--- src/rtl/encoded_event_decoder_pkg.sv ---
// Shared types and sizing helpers for the encoded event decoder.
// Pulse counter holds PULSE_CYCLES-1, so $clog2(PULSE_CYCLES) bits suffice (never fewer than 1).
package encoded_event_decoder_pkg;

  typedef enum logic [0:0] {StIdle, StPulse} state_t;

  localparam int unsigned MaxPulseCycles = 16;

  function automatic int unsigned cnt_width(int unsigned pulse_cycles);
    return (pulse_cycles > 1) ? $clog2(pulse_cycles) : 1;
  endfunction

endpackage

--- src/rtl/pending_flag_bank.sv ---
// Per-channel sticky pending and overflow flags fed by the decoder's accepted-event vector.
module pending_flag_bank
  import encoded_event_decoder_pkg::*;
#(
  parameter int unsigned NUM_OUTPUTS = 8
) (
  input  logic                   clk,
  input  logic                   rst,
  input  logic [NUM_OUTPUTS-1:0] set_vec,
  input  logic [NUM_OUTPUTS-1:0] ack,
  input  logic                   err_clear,
  output logic [NUM_OUTPUTS-1:0] pending,
  output logic [NUM_OUTPUTS-1:0] overflow
);

  always_ff @(posedge clk or posedge rst) begin
    if (rst) begin
      pending  <= '0;
      overflow <= '0;
    end else begin
      // A new event beats a same-cycle ack; an ack alongside the event excuses the overflow.
      pending  <= set_vec | (pending & ~ack);
      overflow <= (err_clear ? '0 : overflow) | (set_vec & pending & ~ack);
    end
  end

endmodule

--- src/rtl/encoded_event_decoder.sv ---
// Binary index to one-hot pulse decoder with valid/ready intake and sticky per-channel flags.
// The FSM, pulse counter, index decode and err_index live here; flags live in the bank.
module encoded_event_decoder
  import encoded_event_decoder_pkg::*;
#(
  parameter int unsigned NUM_OUTPUTS  = 8,
  parameter int unsigned IDX_W        = $clog2(NUM_OUTPUTS),
  parameter int unsigned PULSE_CYCLES = 1
) (
  input  logic                   clk,
  input  logic                   rst,
  input  logic                   in_valid,
  output logic                   in_ready,
  input  logic [IDX_W-1:0]       in_index,
  output logic [NUM_OUTPUTS-1:0] out_onehot,
  output logic                   out_valid,
  output logic [NUM_OUTPUTS-1:0] pending,
  input  logic [NUM_OUTPUTS-1:0] ack,
  output logic [NUM_OUTPUTS-1:0] overflow,
  output logic                   err_index,
  input  logic                   err_clear
);

  localparam int unsigned CntW = cnt_width(PULSE_CYCLES);
  localparam logic [CntW-1:0] CntLoad = CntW'(PULSE_CYCLES - 1);

  state_t                 state_q;
  logic [CntW-1:0]        cnt_q;
  logic                   live_q;
  logic                   accept;
  logic                   in_range;
  logic [NUM_OUTPUTS-1:0] set_vec;

  // live_q keeps in_ready low until the first edge after reset is released.
  assign in_ready = live_q && (state_q == StIdle);
  assign accept   = in_valid && in_ready;

  if (NUM_OUTPUTS < (2 ** IDX_W)) begin : g_range_chk
    assign in_range = (32'(in_index) < NUM_OUTPUTS);
  end else begin : g_range_full
    assign in_range = 1'b1;
  end

  always_comb begin
    set_vec = '0;
    for (int i = 0; i < int'(NUM_OUTPUTS); i++) begin
      set_vec[i] = accept && in_range && (in_index == IDX_W'(i));
    end
  end

  always_ff @(posedge clk or posedge rst) begin
    if (rst) begin
      state_q    <= StIdle;
      cnt_q      <= '0;
      live_q     <= 1'b0;
      out_onehot <= '0;
      out_valid  <= 1'b0;
    end else begin
      live_q <= 1'b1;
      case (state_q)
        StIdle: begin
          if (accept && in_range) begin
            out_onehot <= set_vec;
            out_valid  <= 1'b1;
            cnt_q      <= CntLoad;
            state_q    <= StPulse;
          end
        end
        StPulse: begin
          if (cnt_q == '0) begin
            out_onehot <= '0;
            out_valid  <= 1'b0;
            state_q    <= StIdle;
          end else begin
            cnt_q <= cnt_q - CntW'(1);
          end
        end
        default: state_q <= StIdle;
      endcase
    end
  end

  always_ff @(posedge clk or posedge rst) begin
    if (rst) begin
      err_index <= 1'b0;
    end else if (accept && !in_range) begin
      err_index <= 1'b1;
    end else if (err_clear) begin
      err_index <= 1'b0;
    end
  end

  pending_flag_bank #(
    .NUM_OUTPUTS(NUM_OUTPUTS)
  ) u_flags (
    .clk      (clk),
    .rst      (rst),
    .set_vec  (set_vec),
    .ack      (ack),
    .err_clear(err_clear),
    .pending  (pending),
    .overflow (overflow)
  );

endmodule

--- config.mk ---
export PLATFORM = sky130hd
export DESIGN_NAME = encoded_event_decoder
export DESIGN_NICKNAME = d
export VERILOG_FILES = /design/src/rtl/encoded_event_decoder_pkg.sv /design/src/rtl/pending_flag_bank.sv /design/src/rtl/encoded_event_decoder.sv
export SDC_FILE = /design/constraint.sdc
export NUM_CORES = 1
export LEC_CHECK = 0
export CAP_MARGIN = 20
export CORE_ASPECT_RATIO = 0.9
export CORE_MARGIN = 2
export CORE_UTILIZATION = 42
export CTS_BUF_LIST = sky130_fd_sc_hd__clkbuf_16
export DETAILED_ROUTE_END_ITERATION = 10
export GPL_TIMING_DRIVEN = 0
export HOLD_SLACK_MARGIN = 0.03
export PLACE_DENSITY = 0.82
export SETUP_SLACK_MARGIN = 0.5
export SYNTH_ARGS = -nofsm -noshare
export SYNTH_HDL_FRONTEND = slang
export SYNTH_SLANG_ARGS = --single-unit
--- constraint.sdc ---
create_clock -name clk -period 1.7 [get_ports clk]
set_clock_uncertainty 0.1 [all_clocks]
set_input_delay 0.51 -clock clk [delete_from_list [all_inputs] [get_ports clk]]
set_output_delay 0.51 -clock clk [all_outputs]
set_load 0.1 [all_outputs]
==> qor.txt, run 1 <==
status - stopped before the end
failing step - global routing
First Err - [ERROR DPL-0033] detailed placement checks failed during check placement.
row count - 17
Post-synth EDFFs - 0
Synth top area share - 62.8%
post-synthesis sequential area ratio - 62.8%
RePlAce Congestion - 0.711
maximum buffer depth of the clock tree - 2
YS warnings - 0
post-synthesis cell type count - 21
Die Ht - 52.0 um
detailed placement HPWL - 1.83 mm
Synth area leaders - dfrtp_1 (63%), inv_1 (5.9%), nand2b_1 (5.2%)
syn nets - 109
register bit total from synthesis - 27
largest net degree at the start of global routing - 28
initial antenna violation count - 0
Post-synth top cells - dfrtp_1 (27), inv_1 (17), nand2b_1 (9)
Cells after Synth - 94
IO Port Bufs - 39
Die W - 57.4 um
Async SR Flop Fraction - 100%
WEP type - top-level output
number of H-tree levels - 1
CTS root buffer - clkbuf_16
total CTS buffers - 3
Sink Count - 27
Main synth FF type - dfrtp_1
top-level port count - 42
placed cell areas - 0.00163 mm2
biggest area consumer among synthesized cells - dfrtp_1
pre-CTS WS - -0.644 ns
top-count cell post-synth - dfrtp_1
GR repair worst EP - in_ready
Avg Cell Area, Syn - 11.4 um2
initial core utilization - 44.0%
synthesized cell area - 0.00108 mm2
Post-CTS Hold Fix Bufs - 0
-- what timing repair did --
action,4_1_cts
pin swaps,3
cloned,1
gates resized for setup,269
endpoints found under the setup margin,78
buffers inserted,8
-- cell families after synthesis --
group	after synthesis	share of synthesized area (%)
AOI/OAI and AO/OA	26	17.4
buffers and inverters	22	8.14
DFF	27	62.8
other	2	0.698
and+or+nand+nor	17	10.9
-- through the flow --
| step | hold slack [ns] | std cells | utilization, % |
|---|---|---|---|
| CTS | 0.433 | 174 | 86.9 |
| detailed placement | 0.453 | 161 | 66.7 |
| floorplan | 0.427 | 94 | - |
| global placement | 0.448 | 161 | 66.7 |
==> run 2, diff against run 1 <==
CORE_AREA = 2 2 63 65   (was not set)
CORE_ASPECT_RATIO = not set   (was 0.9)
CORE_MARGIN = not set   (was 2)
CORE_UTILIZATION = not set   (was 42)
CTS_BUF_LIST = not set   (was sky130_fd_sc_hd__clkbuf_16)
DIE_AREA = 0 0 65 67   (was not set)
HOLD_SLACK_MARGIN = not set   (was 0.03)
PLACE_DENSITY = not set   (was 0.82)
PLACE_DENSITY_LB_ADDON = 0.15   (was not set)
SETUP_SLACK_MARGIN = not set   (was 0.5)
==> run 2 against run 1 <==
- the run now ends clean
- synthesized area stayed put
- synthesized cell count unchanged
==> qor.txt, run 2 <==
RePlAce Congestion - 0.695
number of global-route vias before repair - 855
Startpoint Class - flop
WS Path Type - reg2out
final slew viol count - 0
largest net degree at the start of global routing - 28
syn nets - 109
CTS tree - done
first-pass GRT wire length - 4.11 mm
Sink Count - 27
gr usage total - 12.4%
commonest non-fill, non-tap cell in the layout - dfrtp_1
number of H-tree levels - 1
total core area - 0.00361 mm2
Final period util - 98.0%
GRT overflow - 0
endpoints failing hold - 0
WHS - 0.411 ns
Post-synth top cells - dfrtp_1 (27), inv_1 (17), nand2b_1 (9)
Vias per Instance - 4.50
setup TNS - 0 ns
via count - 841
placed cell areas - 0.00153 mm2
CTS root buffer - clkbuf_8
Worst EP arrival - 1.06 ns
row count - 22
DR iter-0 viols - 23
reg2reg end - u_flags.overflow[0]
post-synthesis cell type count - 21
post-synthesis sequential area ratio - 62.8%
detailed placement HPWL - 1.81 mm
biggest area consumer among synthesized cells - dfrtp_1
Avg Cell Area, Syn - 11.4 um2
diode count - 0
register-to-register setup slack - 0.15 ns
Cells after Synth - 94
top-count cell post-synth - dfrtp_1
biggest regs - out_onehot x8, u_flags.overflow x8, u_flags.pending x8
Post-DRT Antenna Nets - 0
CP delay by family, top - flip-flops
Die Ht - 67 um
Syn-to-layout area delta - 39.8%
Finished Layout Cells - 187
relative slew slack - 64.0%
total CTS buffers - 3
reg2reg start - state_q
CP Max Fanout - 7
commonest non-fill, non-tap cells in the layout - dfrtp_1 (25), buf_2 (23), inv_1 (17), clkdlybuf4s50_1 (10), nand2b_1 (9)
RSZ-0062 raised after global routing - true
PwrDens - 880 mW/mm2
pre-CTS WS - -0.659 ns
initial core utilization - 29.8%
Worst Tran Pin Value - 0.540 ns
Crit-path slowest cell - dfrtp_2
Worst-Skew Late Latency - 0.26 ns
DRT Wirelength - 2.47 mm
Crit. End Element - output pin
Die W - 65 um
IO Port Bufs - 39
cells along the critical path - nor2b_4 > buf_12
Post-synth EDFFs - 0
top-level port count - 42
YS warnings - 0
Pwr Total - 1.32 mW
Peak Freq - 600 MHz
fillcell total - 364
drt wl/cell - 13.2 um
Async SR Flop Fraction - 100%
hold crit path type - reg2reg
Post-route DRC - 0
Leak - 0.718 nW
final instance area - 0.00150 mm2
post-layout util - 41.7%
Placed Cells - 181
FF-to-FF path depth - 3
nets@finish - 155
status - finished, final reports clean
Max-Cap Viols - 0
synthesized cell area - 0.00108 mm2
TritonRoute pass-1 iters - 4
maximum buffer depth of the clock tree - 2
WHS Path Cells - 2
Synth area leaders - dfrtp_1 (63%), inv_1 (5.9%), nand2b_1 (5.2%)
WP data required - 1.09 ns
Hold Path End - u_flags.pending[5]
register bit total from synthesis - 27
Worst path max stage delay - 0.46 ns
fin worst setup slack - 0.0335 ns
hold path startpoint - u_flags.pending[5]
Synth top area share - 62.8%
proportion of layout cells with a drive suffix above 1 - 28.8%
initial antenna violation count - 0
fin crit period - 1.67 ns
# setup viols final - 0
Clk pin slew, worst setup/hold paths - 0.09 ns
worst path bufs/invs - 1
Main synth FF type - dfrtp_1
VDD IR max - 0.000399 V
die area - 0.00436 mm2
-- run 2: cell type report --
cell class | instances | area (um2) | share of cell area, %
plain buffers | 5 | 28.8 | 1.91
repair buffers | 41 | 308 | 20.5
clock buffers | 4 | 45.0 | 3.00
inverters | 17 | 63.8 | 4.24
flip-flops and latches | 27 | 678 | 45.1
multi-input cells | 45 | 320 | 21.3
well taps | 48 | 60.1 | 3.99
-- run 2: logic make-up (layout without fill, tap and decap cells) --
kind of cell / Yosys count / in the layout / share of synthesized area [%]
compound gates: 26 / 26 / 17.4
buf+inv: 22 / 67 / 8.14
flops: 27 / 27 / 62.8
other cells: 2 / 2 / 0.698
simple gates: 17 / 17 / 10.9
-- run 2: worst max-delay path by stage --
stage	depth (start not counted)	to	start
5_1_grt	2	in_ready	state_q
6_report	2	in_ready	state_q
2_1_floorplan	3	u_flags.overflow[0]	in_index[0]
3_3_place_gp	2	in_ready	live_q
3_5_place_dp	2	in_ready	live_q
4_1_cts	2	in_ready	live_q
-- run 2: layer usage --
layer	track usage [%]	vias to the layer above	share of wire, %
li1	-	407	-
met5	0	-	0
met1	15.9	410	45
met2	20.7	22	48
met4	4.79	0	1.4
met3	2.36	2	5.8
-- run 2: worst min-delay path, cell delays in order, from the launching register on --
cell and delay, ns:
dfrtp_1 0.34, nand2b_1 0.07, o21ai_0 0.07
-- run 2: power breakdown --
part	total, mW	switching [mW]	internal [mW]
logic	0.301	0.225	0.0759
clock network	0.346	0.179	0.167
registers	0.676	0.0131	0.663
-- run 2: repair_timing --
action / CTS / global route
setup endpoints to repair: 40 / 9
hold buffers: 0 / 0
setup buffers: 0 / 1
gates resized for setup: 140 / 8
cloned: 0 / 0
Note: power is estimated with default switching activity, not from simulation.
==> run 3, diff against run 2 <==
ABC_AREA = 1   (was not set)
SETUP_SLACK_MARGIN = 0.1   (was not set)
==> run 3 against run 2 <==
- fmax rose by 0.85%
- final cell count rose by 20%
- critical path type unchanged
- count of clock-buffer cells in the layout fell by 1
- largest cell class unchanged
- worst hold slack got worse by 0.021 ns
- die area did not move
==> qor.txt, run 3 <==
detailed placement HPWL - 1.81 mm
Finished Layout Cells - 224
pre-CTS WS - -0.666 ns
DRT Wirelength - 2.54 mm
PwrDens - 831 mW/mm2
IO Port Bufs - 39
commonest non-fill, non-tap cell in the layout - nand2_1
post-synthesis sequential area ratio - 60.1%
Int Pwr - 0.921 mW
fin crit period - 1.65 ns
largest net degree at the start of global routing - 28
Pwr Total - 1.37 mW
biggest regs - out_onehot x8, u_flags.overflow x8, u_flags.pending x8
post-synthesis cell type count - 17
total CTS buffers - 3
Peak Freq - 605 MHz
synthesized cell area - 0.00112 mm2
Vias per Instance - 4.28
DR iter-0 viols - 40
proportion of layout cells with a drive suffix above 1 - 27.8%
CTS root buffer - clkbuf_8
WP data required - 1.09 ns
total core area - 0.00361 mm2
Psw - 0.450 mW
die area - 0.00436 mm2
Final period util - 97.2%
# setup viols final - 0
row count - 22
diode count - 0
register bit total from synthesis - 27
YS warnings - 0
final slew viol count - 0
number of global-route vias before repair - 957
Main synth FF type - dfrtp_1
number of H-tree levels - 1
Startpoint Class - flop
syn nets - 142
GRT overflow - 0
drt wl/cell - 11.4 um
Post-synth EDFFs - 0
Die W - 65 um
Flop pwr share - 49.3%
gr usage total - 13.0%
Sw Share - 32.8%
maximum buffer depth of the clock tree - 2
Syn-to-layout area delta - 46.9%
initial antenna violation count - 0
CP Max Fanout - 2
Max-Cap Viols - 0
biggest area consumer among synthesized cells - dfrtp_1
top-level port count - 42
Crit. End Element - output pin
fin worst setup slack - 0.0476 ns
Logic pwr share - 24.6%
Post-route DRC - 0
Placed Cells - 214
Sink Count - 27
fillcell total - 374
Avg Cell Area, Syn - 8.85 um2
Clk pwr share - 26.2%
Die Ht - 67 um
Cells after Synth - 127
Worst EP arrival - 1.04 ns
Worst-Skew Late Latency - 0.27 ns
VDD IR max - 0.000350 V
via count - 958
Synth top area share - 60.1%
CTS tree - done
RePlAce Congestion - 0.744
RSZ-0062 raised after global routing - true
post-layout util - 45.8%
Post-synth top cells - nand2_1 (40), dfrtp_1 (27), inv_1 (16)
first-pass GRT wire length - 4.27 mm
Async SR Flop Fraction - 100%
setup TNS - 0 ns
Leak - 0.873 nW
endpoints failing hold - 0
top-count cell post-synth - nand2_1
Synth area leaders - dfrtp_1 (60%), nand2_1 (13%), inv_1 (5.3%)
Clk pin slew, worst setup/hold paths - 0.09 ns
hold crit path type - reg2reg
initial core utilization - 31.2%
nets@finish - 192
Post-DRT Antenna Nets - 0
status - finished, final reports clean
commonest non-fill, non-tap cells in the layout - nand2_1 (40), buf_4 (30), dfrtp_1 (27), inv_1 (14), clkdlybuf4s50_1 (13)
TritonRoute pass-1 iters - 4
WS Path Type - reg2out
-- run 3: cell types whose count changed in the layout (fill, tap and decap cells not counted), sizes merged, moves of 6 or more --
cell	change
nand2	+40
nor2	+12
nand2b	-9
nand3	+9
o32ai	-8
buf	+6
-- run 3: timing repair --
action | in CTS | in global routing
hold buffers | 0 | 0
buffers inserted | 3 | 2
resized for setup | 160 | 3
endpoints found under the setup margin | 26 | 4
-- run 3: power by group through the flow --
stage / clock network [mW] / registers (mW) / logic (mW)
finish: 0.359 / 0.676 / 0.337
detailed placement: 0 / 0.688 / 0.321
CTS: 0.378 / 0.676 / 0.326
global placement: 0 / 0.688 / 0.319
floorplan: 0 / 0.825 / 0.0846
global route: 0.404 / 0.679 / 0.354
-- run 3: logic make-up (layout without fill, tap and decap cells) --
logic type,after synthesis,in the layout,synth area share [%]
buf+inv,19,68,7.46
flops,27,27,60.1
simple gates,67,67,24.7
compound gates,12,12,7.02
other cells,2,2,0.668
-- run 3: worst paths after layout --
path,start,endpoint,slack (ns),cells after the start
max,state_q,in_ready,0.05,4
min,u_flags.overflow[0],u_flags.overflow[0],0.39,2
max reg2reg,state_q,out_onehot[5],0.38,5
min reg2reg,u_flags.overflow[0],u_flags.overflow[0],0.39,2
max in group asynchronous,rst,out_onehot[1],0.69,3
min in group asynchronous,rst,u_flags.overflow[7],0.40,2
-- run 3: final cells by class --
type / count / area, um2 / area share [%]
plain buffers: 3 / 23.8 / 1.44
multi-input cells: 81 / 374 / 22.7
flip-flops and latches: 27 / 676 / 40.9
well taps: 48 / 60.1 / 3.64
inverters: 16 / 63.8 / 3.87
clock inverters: 1 / 5.00 / 0.303
repair buffers: 45 / 407 / 24.6
clock buffers: 3 / 41.3 / 2.50
-- run 3: worst max-delay path, stage by stage, from the launching register on --
cell and delay [ns]:
dfrtp_1 0.40, inv_2 0.08, nand2_4 0.05, clkinvlp_4 0.07, buf_12 0.16
-- run 3: stage by stage --
step | cell area, um2 | hold WS (ns)
after CTS | 1590 | 0.396
after detailed placement | 1580 | 0.369
after global routing | 1650 | 0.416
final | 1650 | 0.390
after floorplan | 1130 | 0.439
after global placement | 1580 | 0.362
-- run 3: metal layers --
layer  part of all wire (%)  GRT usage (%)  routed length, um  up-vias
met5                      0              0                  0        -
met4                    1.3           5.59                 33        0
met3                    7.0           2.70                179        4
met2                     47           21.5               1190       30
met1                     45           16.5               1140      432
li1                       -              -                  -      492
